$ cat src/rtl/alu_seq.sv
// Handshaked ALU with Z/C/N/V flags. Single-cycle ops return on the next cycle.
// RSHN/LSHN shift one bit per cycle while BUSY.
module alu_seq #(
    parameter int DATA_W  = 16,
    parameter int OPA_W   = 8,
    parameter int SHAMT_W = 5
) (
    input  logic              clk,
    input  logic              rst_n,
    input  logic              in_valid,
    output logic              in_ready,
    input  logic [2:0]        opcode,
    input  logic [OPA_W-1:0]  in1,
    input  logic [DATA_W-1:0] in2,
    output logic              out_valid,
    output logic [DATA_W-1:0] out1,
    output logic              flag_z,
    output logic              flag_c,
    output logic              flag_n,
    output logic              flag_v
);

    // state | meaning
    // IDLE  | ready for a request; single-cycle ops complete here
    // BUSY  | iterative shift in progress, sh_cnt bits remaining
    typedef enum logic {IDLE = 1'b0, BUSY = 1'b1} state_t;

    localparam logic [2:0] OP_PASS = 3'b000;
    localparam logic [2:0] OP_ADD  = 3'b001;
    localparam logic [2:0] OP_SUB  = 3'b010;
    localparam logic [2:0] OP_INC  = 3'b011;
    localparam logic [2:0] OP_RSH  = 3'b100;
    localparam logic [2:0] OP_LSH  = 3'b101;
    localparam logic [2:0] OP_RSHN = 3'b110;
    localparam logic [2:0] OP_LSHN = 3'b111;

    state_t              state;
    logic [DATA_W-1:0]   sh_data;
    logic [SHAMT_W-1:0]  sh_cnt;
    logic                sh_left;

    logic [DATA_W-1:0]   opa;
    logic [SHAMT_W-1:0]  shamt;
    logic [DATA_W:0]     sum;
    logic [DATA_W:0]     diff;
    logic [DATA_W:0]     incr;
    logic [DATA_W-1:0]   res;
    logic                res_c;
    logic                res_v;
    logic [DATA_W-1:0]   step;
    logic                step_c;
    logic                is_multi;

    assign opa      = DATA_W'(in1);
    assign shamt    = in1[SHAMT_W-1:0];
    assign sum      = {1'b0, in2} + {1'b0, opa};
    assign diff     = {1'b0, in2} - {1'b0, opa};
    assign incr     = {1'b0, in2} + (DATA_W + 1)'(1);
    assign is_multi = ((opcode == OP_RSHN) || (opcode == OP_LSHN)) && (shamt != '0);
    assign in_ready = rst_n && (state == IDLE);

    // Zero-amount RSHN/LSHN falls through to the PASS behaviour.
    always_comb begin
        res   = in2;
        res_c = 1'b0;
        res_v = 1'b0;
        case (opcode)
            OP_ADD: begin
                res   = sum[DATA_W-1:0];
                res_c = sum[DATA_W];
                res_v = ~in2[DATA_W-1] & sum[DATA_W-1];
            end
            OP_SUB: begin
                res   = diff[DATA_W-1:0];
                res_c = diff[DATA_W];
                res_v = in2[DATA_W-1] & ~diff[DATA_W-1];
            end
            OP_INC: begin
                res   = incr[DATA_W-1:0];
                res_c = incr[DATA_W];
                res_v = (in2 == {1'b0, {(DATA_W-1){1'b1}}});
            end
            OP_RSH: begin
                res   = {1'b0, in2[DATA_W-1:1]};
                res_c = in2[0];
            end
            OP_LSH: begin
                res   = {in2[DATA_W-2:0], 1'b0};
                res_c = in2[DATA_W-1];
            end
            default: ;
        endcase
    end

    always_comb begin
        step   = {1'b0, sh_data[DATA_W-1:1]};
        step_c = sh_data[0];
        if (sh_left) begin
            step   = {sh_data[DATA_W-2:0], 1'b0};
            step_c = sh_data[DATA_W-1];
        end
    end

    always_ff @(posedge clk) begin
        if (!rst_n) begin
            state     <= IDLE;
            sh_data   <= '0;
            sh_cnt    <= '0;
            sh_left   <= 1'b0;
            out_valid <= 1'b0;
            out1      <= '0;
            flag_z    <= 1'b0;
            flag_c    <= 1'b0;
            flag_n    <= 1'b0;
            flag_v    <= 1'b0;
        end else begin
            out_valid <= 1'b0;
            case (state)
                IDLE: begin
                    if (in_valid) begin
                        if (is_multi) begin
                            state   <= BUSY;
                            sh_data <= in2;
                            sh_cnt  <= shamt;
                            sh_left <= (opcode == OP_LSHN);
                        end else begin
                            out1      <= res;
                            flag_z    <= (res == '0);
                            flag_c    <= res_c;
                            flag_n    <= res[DATA_W-1];
                            flag_v    <= res_v;
                            out_valid <= 1'b1;
                        end
                    end
                end
                BUSY: begin
                    sh_data <= step;
                    sh_cnt  <= sh_cnt - 1'b1;
                    // Shifts beyond DATA_W keep clocking zeros, so C ends up 0.
                    if (sh_cnt == SHAMT_W'(1)) begin
                        state     <= IDLE;
                        out1      <= step;
                        flag_z    <= (step == '0);
                        flag_c    <= step_c;
                        flag_n    <= step[DATA_W-1];
                        flag_v    <= 1'b0;
                        out_valid <= 1'b1;
                    end
                end
                default: state <= IDLE;
            endcase
        end
    end

endmodule

$ cat config.mk
export PLATFORM = sky130hd
export DESIGN_NAME = alu_seq
export DESIGN_NICKNAME = d
export VERILOG_FILES = /design/src/rtl/alu_seq.sv
export SDC_FILE = /design/constraint.sdc
export NUM_CORES = 1
export LEC_CHECK = 0
export BUFFER_PORTS_ARGS = -buffer_cell sky130_fd_sc_hd__buf_2
export CORE_MARGIN = 3
export CORE_UTILIZATION = 60
export CTS_CLUSTER_DIAMETER = 150
export DETAILED_ROUTE_END_ITERATION = 7
export GPL_ROUTABILITY_DRIVEN = 0
export GPL_TIMING_DRIVEN = 0
export PLACE_DENSITY = 0.93
export SLEW_MARGIN = 20
export SYNTH_ARGS = -nofsm -noshare
export SYNTH_HDL_FRONTEND = slang
export SYNTH_SLANG_ARGS = --single-unit
$ cat constraint.sdc
create_clock -name clk -period 3.2 [get_ports clk]
set_input_delay 0.16 -clock clk [delete_from_list [all_inputs] [get_ports clk]]
set_output_delay 0.16 -clock clk [all_outputs]
set_load 0.005 [all_outputs]
# Word level (Yosys, flattened, before mapping)
# Cells that the tools add are included.
[word_totals]
register_bits = 44
inputBits = 30
output_inout_bits = 22
wordCells = 80
[op_classes]
n_addsub = 4
n_eq_ne = 13
mux = 39
n_bitwise = 5
n_reduce_logical = 9
[op_table]
columns = ["operator", "n"]
rows = [
  ["$mux W16", 6],
  ["$pmux W16 S5", 1],
  ["$pmux W16 S2", 2],
  ["$logic_not A16 Y1", 2],
  ["$mux W1", 19],
  ["$add A16 B1 Y17 const B", 1],
  ["$add A16 B8 Y17", 1],
  ["$sub A16 B8 Y17", 1],
  ["$eq A16 B15 Y1 const B", 1],
  ["$eq A3 B3 Y1 const B", 4],
  ["$pmux W1 S2", 6],
  ["$mux W5", 2],
  ["$pmux W5 S2", 1],
  ["$eq A3 B2 Y1 const B", 2],
  ["$ne A2 B2 Y1 const B", 3],
  ["$reduce_and A3 Y1", 2],
  ["$eq A5 B1 Y1 const B", 1],
  ["$pmux W1 S5", 1],
  ["$reduce_bool A5 Y1", 1],
  ["$sub A5 B1 Y5 const B", 1],
  ["$eq A3 B1 Y1 const B", 1],
  ["$not A1 Y1", 3],
  ["$pmux W1 S3", 1],
  ["$and A1 B1 Y1", 2],
  ["4 further kinds", 5],
]

# Depth between registers and ports, before layout
# Gate-level depths: netlist of the first run.
[depth]
ltp_word = 7
ltp_mapped = 18
ltp_nobuf = 17

# Worst setup path before layout of the first run
# OpenSTA, ideal clock, no wires.
[synth_path]
path_type = "input to register"
from = "input port in1[4]"
to = "register flag_z"
setup_time_ns = 0.096
arrival_ns = 2.847
t_required_ns = 3.104
path_slack_ns = 0.257
path_stages = 18
n_path_buf = 1
path_cell_list = "inv_1 > ha_1 > buf_6 > nor2b_4 > nor4_1 > a211oi_1 > o21ai_0 > nor2_1 > ha_1 > nor2_1 > a21oi_1 > nor3b_1 > a221o_1 > a22oi_1 > nand4_1 > nor3_1 > nand4b_1 > o41ai_2"
[synth_between]
elab_chain_cells = 6
elab_cells_between_ends = 11
classes_between = "add/sub (2); eq/ne (1); mux (4); reduce/logical (4)"
[synth_rtl]
columns = ["element", "line", "source"]
rows = [
  ["start, declared", "13", "input logic [OPA_W-1:0] in1,"],
  ["$sub A16 B8 Y17 / $add A16 B8 Y17 (equally long branches)", "57, 56", ""],
  ["$pmux W16 S5", "67", "case (opcode)"],
  ["$logic_not A16 Y1", "128", "flag_z <= (res == '0);"],
  ["$mux W1", "121", "if (is_multi) begin"],
  ["$mux W1", "120", "if (in_valid) begin"],
  ["$pmux W1 S2", "118", "case (state)"],
  ["end signal, assigned", "128", ""],
  ["end signal, assigned", "143", "flag_z <= (step == '0);"],
  ["end, declared", "17", "output logic flag_z,"],
]
# Several ways; a longest one is shown, not always the timed one. The select of a mux whose other input is x is not followed.
# A chain may end at the register's enable or synchronous reset.

# Worst setup path in the final report of the first run
[layout_path]
from = "input port in1[1]"
to = "register flag_z"
# Same word-level chain as after synthesis.

==> results.toml, run 1 <==
[yosys]
syn_inst = 626
syn_area_mm2 = 0.004463
netlist_top_cells_count = "nor2_1 (94), o21ai_0 (57), nand2_1 (49), a21oi_1 (47), dfxtp_1 (43)"
yosys.area.top_type_share_pct = 19.29
yosysTopAreaCell = "dfxtp_1"
ys_types = 86
avgSynthCellArea_um2 = 7.129
synth_nets = 682
synthTopCellsByArea = "dfxtp_1 (19%), nor2_1 (7.9%), ha_1 (6.7%)"
yosysMostFrequentCell = "nor2_1"
synth_edf_count = 0
yosysSeqAreaShare_pct = 19.29
ys_seq_elements = 43
yosys_warnings = 0
synthFlopType = "dfxtp_1"
async_reset_ff_share_pct = 0

[setup_path]
cpPeakStageDelay_ns = 0.32
crit_chain = "buf_4 -> inv_2 -> ha_4 -> nor2b_2 -> o311ai_2 -> buf_4 -> a211oi_4 -> o21ai_2 -> nor2_1 -> ha_1 -> nor2_1 -> a21oi_1 -> nor3b_1 -> a221o_1 -> a22oi_2 -> nand4_1 -> nor3_2 -> nand4b_1 -> o41ai_2"
worst_path_max_delay_cell = "a22oi_2"
cp.arrival_ns = 3.41
worstSetupStartpointType = "input port"
path_buf_inv = 3
end_kind = "register"
crit_family = "compound AO/OA/AOI/OAI gates"
critPathRequiredTime_ns = 3.41
path_max_fanout = 5
crit_type = "in -> reg"

[placed_design]
dp_cells = 771
dp_slack_ns = -0.8154
dp_hpwl_um = 11280
port-buffer-count = 49

[global_route]
antenna_found_initial = 0
grt_use_total_pct = 34.86
grt_pass1_wl_um = 24140
grt_pass1_vias = 5071
grt_max_degree = 14
gr-total-overflow = 0

[floorplan]
dieWidth_um = 92.25
rows = 30
design.core.area_mm2 = 0.007019
die-area_mm2 = 0.008509
io_pins = 52
start_util_pct = 63.58
die_h_um = 92.25

[worst_hold_path]
hold_class = "in -> reg"

[detailed_routing]
drc = 1
dr.pass1.iters = 8
wl_per_cell_um = 20.15
vias_per_cell = 7.191
dr.first_iter.drc_count = 1022
num_vias = 5681
wirelength_um = 15920
ant_nets = 0

[clock_network]
clk_path_buf_depth = 2
cts-buffers-inserted = 5
cts_root_buf = "clkbuf_8"
cts_tree = "yes"
clkTransAtPathRegs_ns = 0.08
h-tree-depth = 2
cts.sinks = 43
clk_latency_ns = 0.30

[timing]
tightest_slew_ns = 0.9223
fin_tns_setup_ns = -0.008959
fmax_ghz = 0.3116
max_slew_margin_pct = 38.29
period_needed_ns = 3.209
maxSlewViolCount = 0
period_share_pct = 100.3
skew_ns = 0.01595
finalHoldViolations = 0
setup_slack_ns = -0.008959
setup_violations = 1

[layout]
drive_above_1_share_pct = 21.04
fillCellCount = 557
instances_no_fill = 790
nets = 749
multi_input_area_mm2 = 0.003382
n_antenna_cell = 0
area_delta_synth_final_pct = 16.37
post-route-util_pct = 73.99
seqCellArea_um2 = 860.8

[power_and_ir_drop]
p_leak_nw = 2.062
vdd_drop_max_mv = 0.3487
pwr_density_cell_mw_per_mm2 = 340.2

[job]
drv_cap = 0

[outcome]
violations = "design-rule violations, negative setup slack"
outcome = "complete, but fails checks"
==> power by group <==
part	switching, mW	total, mW	internal [mW]
sequential	0.0257	0.595	0.570
clock	0.193	0.446	0.253
combinational	0.446	0.725	0.279
==> cell families after synthesis <==
group	count (synthesis)	share of synthesized area, %
xor gates and xnor gates	13	2.551
adders and majority gates	26	7.626
buffers and inverters	77	8.326
muxes	18	4.261
AOI/OAI and AO/OA	205	31.20
DFF	43	19.29
and+or+nand+nor	244	26.75
==> final cells by class <==
cell class | count | area share [%]
plain buffers | 53 | 5.420
clock inverters | 2 | 0.6745
multi-input cells | 506 | 65.12
well taps | 96 | 2.313
inverters | 23 | 1.662
repair buffers | 61 | 6.649
clock buffers | 6 | 1.590
flip-flops and latches | 43 | 16.57
==> registers in the layout, summed over array words and instances, names as in the netlist <==
register,count
flag_z,1
flag_n,1
flag_c,1
flag_v,1
out_valid,1
sh_data,16
state,1
out1,15
sh_cnt,5
sh_left,1
==> layout by cell type (no fill, tap or decap), types with 8 or more instances in the layout <==
| cell type | count |
|---|---|
| a21oi_1 | 47 |
| a221oi_1 | 8 |
| a31oi_1 | 13 |
| buf_2 | 62 |
| buf_4 | 20 |
| clkbuf_1 | 22 |
| dfxtp_1 | 43 |
| ha_1 | 18 |
| inv_1 | 21 |
| mux2_2 | 8 |
| mux2i_1 | 10 |
| nand2_1 | 48 |
| nand2b_1 | 10 |
| nand3_1 | 16 |
| nand4_1 | 11 |
| nor2_1 | 93 |
| nor3_1 | 11 |
| o21ai_0 | 56 |
| o22ai_1 | 8 |
| xnor2_1 | 8 |
==> repair_timing <==
action,CTS,global route
endpoints found under the hold margin,0,0
resized for setup,7,23
setup endpoints to repair,2,1
hold buffers,0,0
setup buffers,3,9
pin swaps,3,15
==> worst paths after layout <==
kind / slack [ns] / end / startpoint / depth (start not counted)
worst max register to register: 0.76 / flag_z / sh_cnt[1] / 10
worst max-delay path: -0.009 / flag_z / in1[1] / 19
worst min-delay path: 0.20 / out1[13] / rst_n / 2
worst min register to register: 0.46 / out1[5] / out1[5] / 2
==> through the flow <==
stage	area [um2]	hold slack (ns)	power, mW
after detailed placement	4828	0.4444	1.236
final	5194	0.2019	1.767
after global routing	5194	0.1972	1.836
after global placement	4828	0.4397	1.208
after floorplan	4463	0.2960	1.040
after CTS	5005	0.1680	1.683
==> per-layer routing <==
layer,track usage [%],part of all wire (%),vias to the layer above
met3,6.399,14,132
met4,19.18,6.3,0
met2,53.83,44,560
met5,0,0,-
met1,45.71,36,2559
li1,-,-,2430
Power figures use the tool's default switching activity.
==> run 2, diff against run 1 <==
Clock period 3.2 ns to 3.1 ns, I/O delays scaled along.
==> run 2 against run 1 <==
Compared with the run above:
- utilization grew 1.5 points
- critical path type unchanged
- the flow finishes with violations (negative setup slack)
- sequential cell count is the same
- cell area grew 2.0%
- via count grew 1.2%
- clock skew shrank 0.0037 ns
- final cell count grew 0.38%
- clock-buffer cell count is the same
- hold slack lost 0.050 ns
- largest cell class unchanged
==> results.toml, run 2 (synthesis results as in run 1) <==
[setup_path]
crit_chain = "buf_2 -> ha_4 -> nor2b_4 -> o311ai_2 -> buf_4 -> a211oi_4 -> o21ai_2 -> nor2_1 -> ha_1 -> nor2_1 -> a21oi_1 -> nor3b_1 -> a221o_1 -> a22oi_2 -> nand4_1 -> nor3_2 -> nand4b_1 -> o41ai_2"
cp.arrival_ns = 3.32
worst_path_max_delay_cell = "a22oi_2"
crit-reg2reg-launch = "sh_cnt[1]"
cpPeakStageDelay_ns = 0.31
critPathRequiredTime_ns = 3.31
crit_path_start = "in2[0]"
crit_type = "in -> reg"
worstSetupStartpointType = "input port"
crit_family = "compound AO/OA/AOI/OAI gates"
cpMostUsedCell = "nor2_1"
path_max_fanout = 8
path_buf_inv = 2
end_kind = "register"

[timing]
rsz0062_at_grt = "yes"
period_needed_ns = 3.105
setup_slack_ns = -0.005372
fmax_ghz = 0.3220
skew_ns = 0.01227
setup_violations = 1
max_slew_margin_pct = 44.45
maxSlewViolCount = 0
finalHoldViolations = 0
tightest_slew_ns = 0.8302
period_share_pct = 100.2

[outcome]
outcome = "complete, but fails checks"
violations = "negative setup slack"

[floorplan]
rows = 30
dieWidth_um = 92.25
die_h_um = 92.25
start_util_pct = 63.58
io_pins = 52
die-area_mm2 = 0.008509
design.core.area_mm2 = 0.007019

[clock_network]
h-tree-depth = 2
clkTransAtPathRegs_ns = 0.08
cts_root_buf = "clkbuf_8"
cts_tree = "yes"
cts.sinks = 43
clk_path_buf_depth = 2
clk_latency_ns = 0.30
cts-buffers-inserted = 5

[detailed_routing]
num_vias = 5747
routed-wl-met2_um = 7165
ant_nets = 0
wl_per_cell_um = 20.74
routed.top_layer = "met4"
wl_met3_um = 2163
wl_met1_um = 5946
drc = 0
dr.pass1.iters = 8
wirelength_um = 16450
dr.first_iter.drc_count = 1178
vias_per_cell = 7.247

[layout]
instances_no_fill = 793
area_delta_synth_final_pct = 18.76
n_antenna_cell = 0
stdcell_area_mm2 = 0.005300
largest_reg_flops = 16
final_common_cell = "nor2_1"
biggestRegsByFlops = "sh_data x16, out1 x15, sh_cnt x5"
regMostFlops = "sh_data"
post-route-util_pct = 75.51
nets = 752
drive_above_1_share_pct = 22.53
layout_common_cells = "nor2_1 (93), buf_2 (58), o21ai_0 (56)"

[placed_design]
dp_cells = 771
port-buffer-count = 49
dp_hpwl_um = 11280
placed_area_mm2 = 0.004828

[global_route]
grt_pass1_vias = 5137
grt_max_degree = 14
grt_pass1_wl_um = 24580
gr-total-overflow = 0
antenna_found_initial = 0
grt_use_total_pct = 35.43

[worst_hold_path]
worstHoldStart = "in2[1]"
hold_class = "in -> reg"

[job]
drv_cap = 0

[power_and_ir_drop]
total_power_mw = 1.856
pwr_density_cell_mw_per_mm2 = 350.2
p_leak_nw = 2.089
vdd_drop_max_mv = 0.3652
[run 2: metal layers]
layer,GRT usage [%],vias to the layer above
li1,-,2444
met1,45.86,2579
met2,55.17,585
met3,6.645,139
met4,19.80,0
met5,0,-
[run 2: power by group]
| group | total (mW) | internal, mW | leakage, nW | switching, mW |
|---|---|---|---|---|
| clock | 0.464 | 0.261 | 0.0612 | 0.203 |
| sequential | 0.615 | 0.588 | 0.352 | 0.0271 |
| combinational | 0.777 | 0.304 | 1.68 | 0.473 |
[run 2: final cells by class]
cell class | count | area (um2)
timing repair buffer | 63 | 409.1
multi-input combinational | 506 | 3415
buffer | 54 | 286.5
fill | 516 | 1719
clock buffer | 6 | 82.58
tap | 96 | 120.1
sequential | 43 | 860.8
inverter | 23 | 91.34
clock inverter | 2 | 35.03
[run 2: path summary, 6_finish.rpt]
| check | endpoint | cells past startpoint | slack (ns) |
|---|---|---|---|
| setup reg to reg | flag_z | 10 | 0.67 |
| hold / removal | sh_data[1] | 3 | 0.15 |
| hold reg to reg | out1[14] | 2 | 0.46 |
| setup / recovery | flag_z | 18 | -0.005 |
[run 2: timing repair]
action	in CTS	in global routing
pin swaps	5	20
hold buffers	0	0
endpoints found under the setup margin	2	2
buffers inserted	4	10
gates resized for setup	12	45
[run 2: tightest hold or removal path: stages]
cell and delay [ns]:
buf_6 0.13, nand2_1 0.07, a21oi_1 0.05
[run 2: through the flow]
stage | setup slack, ns | hold WS [ns] | setup TNS, ns
CTS | 0.007363 | 0.1630 | 0
finish | -0.005372 | 0.1520 | -0.005372
global route | -0.1065 | 0.1533 | -0.1065
floorplan | 0.1619 | 0.2910 | 0
global placement | -0.7615 | 0.4397 | -1.097
detailed placement | -0.9104 | 0.4444 | -1.380
==> run 3, diff against run 2 <==
Settings changed: SETUP_SLACK_MARGIN set to 0.4.
==> run 3 against run 2 <==
Compared with the run above:
- the flow finishes with violations (design-rule violations)
- routed wire length decreased by 3.2%
- register-to-register slack lost 0.07 ns
- global-route usage up 1.0 points
- clock-buffer cell count unchanged
- setup slack better by 0.14 ns
- utilization down 1.4 points
- sequential power about the same
- sequential cell count stayed put
- sequential share of layout area increased by 0.32 points
- clock skew increased by 0.0014 ns
- via count is 2.4% lower
- die area did not move
- critical path type unchanged
- largest cell class unchanged
==> results.toml, run 3 (synthesis results as in run 1) <==
[timing]
maxSlewViolCount = 0
holdWs_ns = 0.1524
period_needed_ns = 2.962
max_slew_margin_pct = 41.60
fmax_ghz = 0.3376
finalHoldViolations = 0
fin_tns_setup_ns = 0
tightest_slew_ns = 0.8681
setup_violations = 0
setup_slack_ns = 0.1378
period_share_pct = 95.56
skew_ns = 0.01362
rsz0062_at_grt = "yes"

[power_and_ir_drop]
pwr_density_cell_mw_per_mm2 = 350.2
p_leak_nw = 2.051
vdd_drop_max_mv = 0.2613

[job]
drv_cap = 0

[detailed_routing]
ant_nets = 0
num_vias = 5608
vias_per_cell = 7.144
dr.pass1.iters = 8
dr.first_iter.drc_count = 1096
wirelength_um = 15920
drc = 11
wl_per_cell_um = 20.28

[layout]
biggestRegsByFlops = "sh_data x16, out1 x15, sh_cnt x5"
drive_above_1_share_pct = 21.77
regMostFlops = "sh_data"
area_delta_synth_final_pct = 16.48
n_antenna_cell = 0
final_common_cell = "nor2_1"
stdcell_area_mm2 = 0.005199
layout_common_cells = "nor2_1 (93), buf_2 (60), o21ai_0 (53)"
fillCellCount = 560
nets = 744
largest_reg_flops = 16

[placed_design]
placed_area_mm2 = 0.004940
dp_hpwl_um = 11410
dp_slack_ns = -0.4530
port-buffer-count = 49

[setup_path]
path_max_fanout = 10
rr_endpoint = "flag_z"
worst_path_max_delay_cell = "ha_1"
cpMostUsedCell = "buf_2"
cpPeakStageDelay_ns = 0.33
worstSetupStartpointType = "input port"
crit_path_start = "opcode[2]"
cp_num_cells = 13
end_kind = "register"
crit_path_end = "flag_z"
crit_chain = "buf_2 -> clkbuf_4 -> inv_1 -> ha_1 -> buf_2 -> clkbuf_4 -> nand2_1 -> buf_2 -> a22oi_2 -> nand4_1 -> nor3_2 -> nand4b_1 -> o41ai_2"
critPathRequiredTime_ns = 3.30
path_buf_inv = 6
r2r_setup_slack_ns = 0.60
crit-reg2reg-launch = "sh_cnt[0]"
cp.arrival_ns = 3.17
timing.reg2reg.worst_path_depth = 9
crit_type = "in -> reg"
crit_family = "buffers and inverters"

[floorplan]
design.core.area_mm2 = 0.007019
start_util_pct = 63.58
rows = 30
die-area_mm2 = 0.008509
die_h_um = 92.25
dieWidth_um = 92.25
io_pins = 52

[global_route]
met1_usage_pct = 47.39
grt_max_degree = 14
use_met2_pct = 57.36
busiest_layer = "met2"
gr-total-overflow = 0
antenna_found_initial = 0
grt_pass1_vias = 5264
use_met3_pct = 6.973
grt_pass1_wl_um = 25320
grt_use_total_pct = 36.47

[clock_network]
clk_latency_ns = 0.30
cts-buffers-inserted = 5
cts_tree = "yes"
cts_hold_buffers = 0
clkTransAtPathRegs_ns = 0.08
cts_root_buf = "clkbuf_8"
h-tree-depth = 2
clk_path_buf_depth = 2
cts.sinks = 43

[outcome]
outcome = "complete, but fails checks"
violations = "design-rule violations"

[worst_hold_path]
hold_class = "in -> reg"
[run 3: worst min-delay path, stage by stage]
cell     delay (ns)
buf_6          0.13
nand2_1        0.07
a21oi_1        0.05
[run 3: layer usage]
layer  up-vias  wire length [um]
met5         -                 0
met4         0               947
met3       128              2123
met2       501              7057
met1      2562              5787
li1       2417                 -
[run 3: how the worst min path moves through the flow]
stage | startpoint | end | slack, ns | cells after the start
after detailed placement | out1[2] | out1[2] | 0.44 | 2
after global placement | out1[2] | out1[2] | 0.44 | 2
after CTS | in2[1] | sh_data[1] | 0.15 | 3
final | in2[1] | sh_data[1] | 0.15 | 3
after global routing | in2[1] | sh_data[1] | 0.15 | 3
after floorplan | in2[1] | sh_data[1] | 0.29 | 2
[run 3: layout make-up]
class                           instances  area [um2]  share of cell area, %
Clock inverter                          2       35.03                 0.6739
Clock buffer                            6       82.58                  1.588
Timing Repair Buffer                   55       310.3                  5.969
Tap cell                               96       120.1                  2.310
Multi-Input combinational cell        506        3408                  65.56
Buffer                                 54       292.8                  5.632
Sequential cell                        43       860.8                  16.56
Inverter                               23       88.84                  1.709
[run 3: through the flow]
| stage | total power [mW] | cells | utilization (%) |
|---|---|---|---|
| 3_3_place_gp | 1.270 | 771 | 70.37 |
| 6_report | 1.821 | 785 | 74.06 |
| 4_1_cts | 1.772 | 785 | 73.98 |
| 2_1_floorplan | 1.094 | 626 | - |
| 3_5_place_dp | 1.299 | 771 | 70.37 |
| 5_1_grt | 1.889 | 785 | 74.06 |
[run 3: repair_timing]
item	CTS	global route
cloned	0	0
gates resized for setup	22	6
pin swaps	14	1
endpoints found under the setup margin	6	8
buffers inserted	6	0
[run 3: report_power, final]
group          leakage (nW)  switching (mW)  internal (mW)
Clock                0.0612           0.201          0.261
Combinational          1.64           0.455          0.290
Sequential            0.352          0.0260          0.588
Total                  2.05           0.682           1.14
